### src/rtl/regfile_multiport_sb.sv
// DEPTH x WIDTH register file: one synchronous write port, two async read ports, per-register pending bits.
// Optional same-cycle write-to-read forwarding when RF_BYPASS_EN is defined.
module regfile_multiport_sb #(
  parameter int unsigned WIDTH  = 32,
  parameter int unsigned DEPTH  = 8,
  parameter int unsigned ADDR_W = 3
) (
  input  logic              clk,
  input  logic              reset,
  input  logic              wr_en,
  input  logic [ADDR_W-1:0] wr_addr,
  input  logic [WIDTH-1:0]  wr_data,
  input  logic              rsv_en,
  input  logic [ADDR_W-1:0] rsv_addr,
  input  logic [ADDR_W-1:0] rd_addr1,
  input  logic [ADDR_W-1:0] rd_addr2,
  output logic [WIDTH-1:0]  rd_data1,
  output logic [WIDTH-1:0]  rd_data2,
  output logic              busy1,
  output logic              busy2,
  output logic              all_idle
);

  logic [WIDTH-1:0] r_mem [DEPTH];
  logic [DEPTH-1:0] r_pend;

  logic             w_wr_ok;
  logic             w_rsv_ok;
  logic [WIDTH-1:0] w_rd1;
  logic [WIDTH-1:0] w_rd2;
  logic             w_busy1;
  logic             w_busy2;

  // Addresses at or above DEPTH are silently ignored.
  assign w_wr_ok  = wr_en  && (32'(wr_addr)  < DEPTH);
  assign w_rsv_ok = rsv_en && (32'(rsv_addr) < DEPTH);

  // Storage and scoreboard; a same-edge reserve overrides the write's clear.
  always_ff @(posedge clk) begin
    if (reset) begin
      for (int unsigned i = 0; i < DEPTH; i++) begin
        r_mem[i] <= '0;
      end
      r_pend <= '0;
    end else begin
      for (int unsigned i = 0; i < DEPTH; i++) begin
        if (w_wr_ok && (32'(wr_addr) == i)) begin
          r_mem[i]  <= wr_data;
          r_pend[i] <= 1'b0;
        end
        if (w_rsv_ok && (32'(rsv_addr) == i)) begin
          r_pend[i] <= 1'b1;
        end
      end
    end
  end

`ifdef RF_BYPASS_EN
  logic w_rsv_same;
  assign w_rsv_same = rsv_en && (rsv_addr == wr_addr);
`endif

  // Read mux; out-of-range addresses fall through to data 0, busy 0.
  always_comb begin
    w_rd1   = '0;
    w_rd2   = '0;
    w_busy1 = 1'b0;
    w_busy2 = 1'b0;
    for (int unsigned i = 0; i < DEPTH; i++) begin
      if (32'(rd_addr1) == i) begin
        w_rd1   = r_mem[i];
        w_busy1 = r_pend[i];
      end
      if (32'(rd_addr2) == i) begin
        w_rd2   = r_mem[i];
        w_busy2 = r_pend[i];
      end
    end
`ifdef RF_BYPASS_EN
    if (w_wr_ok && (rd_addr1 == wr_addr)) begin
      w_rd1   = wr_data;
      w_busy1 = w_rsv_same;
    end
    if (w_wr_ok && (rd_addr2 == wr_addr)) begin
      w_rd2   = wr_data;
      w_busy2 = w_rsv_same;
    end
`endif
  end

  assign rd_data1 = w_rd1;
  assign rd_data2 = w_rd2;
  assign busy1    = w_busy1;
  assign busy2    = w_busy2;
  assign all_idle = ~|r_pend;

endmodule

### config.mk
export PLATFORM = sky130hd
export DESIGN_NAME = regfile_multiport_sb
export DESIGN_NICKNAME = d
export VERILOG_FILES = /design/src/rtl/regfile_multiport_sb.sv
export SDC_FILE = /design/constraint.sdc
export NUM_CORES = 1
export LEC_CHECK = 0
export BUFFER_PORTS_ARGS = -buffer_cell sky130_fd_sc_hd__clkbuf_2
export CAP_MARGIN = 30
export CORE_UTILIZATION = 47
export DETAILED_ROUTE_END_ITERATION = 10
export PLACE_DENSITY = 0.66
export SLEW_MARGIN = 20
export SYNTH_ARGS = -nofsm -noshare
export SYNTH_HDL_FRONTEND = slang
export SYNTH_SLANG_ARGS = --single-unit
### constraint.sdc
create_clock -name clk -period 3.95 [get_ports clk]
set_input_delay 0.79 -clock clk [delete_from_list [all_inputs] [get_ports clk]]
set_output_delay 0.79 -clock clk [all_outputs]
set_load 0.02 [all_outputs]
## Word-level counts from Yosys, hierarchy flattened

Memories as Yosys holds them, arrays and structs flattened.
Cells that the tools add are included.

| operators by class | value |
|---|---|
| reduce and logical (&&, ||, !) cells | 30 |
| equal/unequal tests | 28 |
| bitwise logic cells | 8 |
| muxes and demuxes | 82 |

Operator list:

| operator | number |
|---|---|
| $mux 32 | 24 |
| $mux 1 | 58 |
| $eq 3x3->1 const B | 16 |
| $eq 3x2->1 const B | 8 |
| $logic_and 1x1->1 | 16 |
| $reduce_bool 2->1 | 8 |
| $eq 3x1->1 const B | 4 |
| $logic_not 3->1 | 4 |
| $or 1x1->1 | 8 |
| $reduce_or 8->1 | 1 |
| $logic_not 1->1 | 1 |

| storage, ports and cells | value |
|---|---|
| memories | 1 |
| bits in writable memories | 256 |
| flip-flop bits (word level) | 8 |
| word-level logic and storage cells | 157 |

Memories:

| memory | depth | width | read ports | clocked after memory_dff | write ports | RTL line | source |
|---|---|---|---|---|---|---|---|
| r_mem | 8 | 32 | 8 | 0 | 8 | 24 | `logic [WIDTH-1:0] r_mem [DEPTH];` |

## Logic depth before layout (Yosys ltp)

| depth | value |
|---|---|
| word-level depth | 9 |
| depth in mapped cells | 6 |
| mapped depth without buffers | 3 |

## Worst setup path after synthesis

OpenSTA, ideal clock, no wires.

| timing path | value |
|---|---|
| path kind | input to output |
| start | input port rd_addr2[0] |
| end | output port rd_data2[31] |
| path slack | 1.174 ns |
| arrival time | 1.986 ns |
| data required time | 3.160 ns |
| buffers on the path | 3 |
| stages | 6 |
| path through | buf_4 > buf_6 > buf_6 > nor4b_1 > a31oi_1 > a32oi_1 |

| on the way | value |
|---|---|
| word-level cells in the longest chain between the ends | 9 |

RTL lines:

| element | RTL line | source |
|---|---|---|
| start, declared | 16 | `input logic [ADDR_W-1:0] rd_addr2,` |
| $logic_not 3->1 | 74 | `if (32'(rd_addr2) == i) begin` |
| $mux 32 (7 in a row) | 74 |  |
| $mux 32 * | 74 |  |
| end, declared | 18 | `output logic [WIDTH-1:0] rd_data2,` |

Mark *: on every way between the ends. The rest lies on a longest branch, timed or not.

## Worst setup path after layout

| timing path | value |
|---|---|
| start | input port rd_addr1[1] |
| end | output port rd_data1[1] |

| on the way | value |
|---|---|
| word-level cells in the longest chain between the ends | 9 |

RTL lines:

| element | RTL line | source |
|---|---|---|
| start, declared | 15 | `input logic [ADDR_W-1:0] rd_addr1,` |
| $logic_not 3->1 | 70 | `if (32'(rd_addr1) == i) begin` |
| $mux 32 (7 in a row) | 70 |  |
| $mux 32 * | 70 |  |
| end, declared | 17 | `output logic [WIDTH-1:0] rd_data1,` |

Marked as above.

==> flow_summary.json <==
{
  "status": "finished, final reports clean",
  "synth_commonest_cells": "edfxtp_1, nor2_1, a22oi_1",
  "syn_avg_cell_area_sq_um": 12.5,
  "first_global_vias": 10200,
  "grt_max_degree": 39,
  "path_cells": "clkbuf_2 -> nor3b_4 -> buf_4 -> a22oi_1 -> a22oi_1 -> clkbuf_2",
  "nNetsFinal": 1251,
  "synth_top_area_share_pct": 55.4,
  "worstSetupPathType": "input port to output port",
  "root_buffer": "clkbuf_16",
  "synthSimpleGateAreaFrac_pct": 12.3,
  "synth_fa_ha_area_share_pct": 0,
  "routed-wl-met2_mm": 20.0,
  "relSlewSlack_pct": 36.8,
  "die_h_microns": 174,
  "synth.top_cells.by_area": "edfxtp_1, mux2_2, nor2_1, a22oi_1, mux2i_1",
  "grt_first_pass_wirelength_mm": 61.2,
  "p_total_mw": 7.13,
  "wl_met1_mm": 16.1,
  "routed_wl_mm": 40.6,
  "final-hold-violation-count": 0,
  "cp_slowest_cell": "nor3b_4",
  "critPathMaxFanout": 15,
  "synth_cells": 1107,
  "syn_area_sq_um": 13900,
  "area_growth_pct": 14.0,
  "cts_resized": 0,
  "cts_tree": "built",
  "ys.warnings.count": 0,
  "dr_total_vias": 10100,
  "cts_setup_buffers": 0,
  "post-route-util_pct": 54.8,
  "route.detailed.drc": 0,
  "ys.flop_type": "edfxtp_1",
  "setup_viol": 0,
  "path_clk_slew_ns": 0.06,
  "clock_skew_ns": 0,
  "fp.coreArea_sq_um": 28900,
  "io-pin-count": 115,
  "synthMuxAreaShare_pct": 12.1,
  "grt_usage_pct": 26.8,
  "pre_cts_slack_ns": 0.581,
  "worstPathArrival_ns": 2.64,
  "clockBufferDepth": 3,
  "tns_ns": 0,
  "maxCapViolCount": 0,
  "ctsHoldBuffers": 0,
  "ys_types": 43,
  "n_antenna_cell": 0,
  "fmax_mhz": 292,
  "synth_xor_area_share_pct": 0,
  "final_max_slew_viol_count": 0,
  "die-area_sq_um": 30200,
  "cp-end-kind": "output port",
  "cts_max_level": 1,
  "wl_per_cell_microns": 25.3,
  "dp_hpwl_mm": 24.2,
  "synthArstFlopShare_pct": 0,
  "cts-buffers-inserted": 30,
  "rsz0062_at_grt": "no",
  "wl_met3_mm": 3.27,
  "num_rows": 62,
  "ys_ff_latch": 264,
  "hold_path.class": "flop to flop",
  "synth.most_common_cell": "edfxtp_1",
  "setup_ws_ns": 0.521,
  "synth-edff-count": 256,
  "finalCritPeriodShare_pct": 86.8,
  "synth_area_leader_cell": "edfxtp_1",
  "leakage_nw": 5.85,
  "gp_congestion": 0.828,
  "start_kind": "input port",
  "worstMarginPinSlew_ns": 0.948,
  "clkLatencyLatePin_ns": 0.54,
  "powerDensity_nw_per_um2": 451,
  "cts.sinks": 264,
  "die_w_microns": 174,
  "io_buffer_count": 114,
  "worst_path_largest_cell_delay_ns": 0.61,
  "synth_top_family_by_area": "compound AO/OA/AOI/OAI gates",
  "layout-drive-gt1-share_pct": 27.1,
  "overflow": 0,
  "min_period_ns": 3.43,
  "cp.required_ns": 3.16,
  "grt_antenna_before_repair": 0,
  "peakVddDrop_v": 0.000326,
  "synth_fp_nets": 1155,
  "ys_seq_area_share_pct": 56.6,
  "firstDrtPassIters": 5,
  "routed_via_density": 6.29,
  "first_iter_violations": 1104,
  "highest_layer": "met4",
  "start_util_pct": 48.1,
  "synth_compound_area_share_pct": 13.8,
  "final_antenna_net_count": 0
}
[layout make-up]
class,count,area (sq um)
clock inverters,8,86.3
well taps,384,480
multi-input cells,703,5340
inverters,39,146
flip-flops and latches,264,7850
repair buffers,165,1070
clock buffers,44,845
fillers,2425,13000
[registers in the layout (all words and copies together), names as in the netlist]
signal  cells
r_mem     256
r_pend      8
[placed cells by master (no fill, tap or decap), types with 31 or more instances in the layout]
master     count
a22oi_1       81
nor2_1       170
nor2_4        31
o21ai_0       32
a22o_1        58
buf_4         45
clkbuf_2     110
clkbuf_16     31
inv_1         39
nand2b_1      32
mux2_2        63
edfxtp_1     256
mux2i_1       59
a32oi_1       35
[worst paths after layout]
kind                     from          end  slack [ns]  cells past startpoint
setup / recovery  rd_addr1[1]  rd_data1[1]        0.52                      6
hold / removal      r_pend[3]    r_pend[3]        0.50                      2
setup reg to reg    r_pend[2]    r_pend[2]        3.27                      2
hold reg to reg     r_pend[3]    r_pend[3]        0.50                      2
[per-layer routing]
metal  vias up  GRT usage, %
met3       103          3.57
met5         -             0
li1       4398             -
met2       563          45.1
met4         0          9.54
met1      5042          35.5
[worst max-delay path: cells and delay by family]
kind                   cells  cell delay, ns
AOI/OAI and AO/OA          2            0.40
buffers and inverters      3            0.82
and+or+nand+nor            1            0.61
[where the power goes]
| part | internal [mW] | total (mW) | switching [mW] |
|---|---|---|---|
| combinational | 0.403 | 1.08 | 0.675 |
| clock | 1.59 | 2.66 | 1.07 |
| sequential | 3.29 | 3.39 | 0.104 |
| total | 5.28 | 7.13 | 1.85 |
[kinds of logic after synthesis]
group	after synthesis
AND/OR/NAND/NOR	319
flip-flops	264
AO/OA/AOI/OAI	245
buffers and inverters	140
multiplexers	139
[metrics by stage]
stage	hold slack, ns	instances	area (sq um)
2_1_floorplan	0.454	1107	13900
3_3_place_gp	0.481	1555	14900
3_5_place_dp	0.488	1555	14900
4_1_cts	0.497	1607	15800
5_1_grt	0.524	1607	15800
6_report	0.502	1607	15800
(Power assumes the default switching activity.)
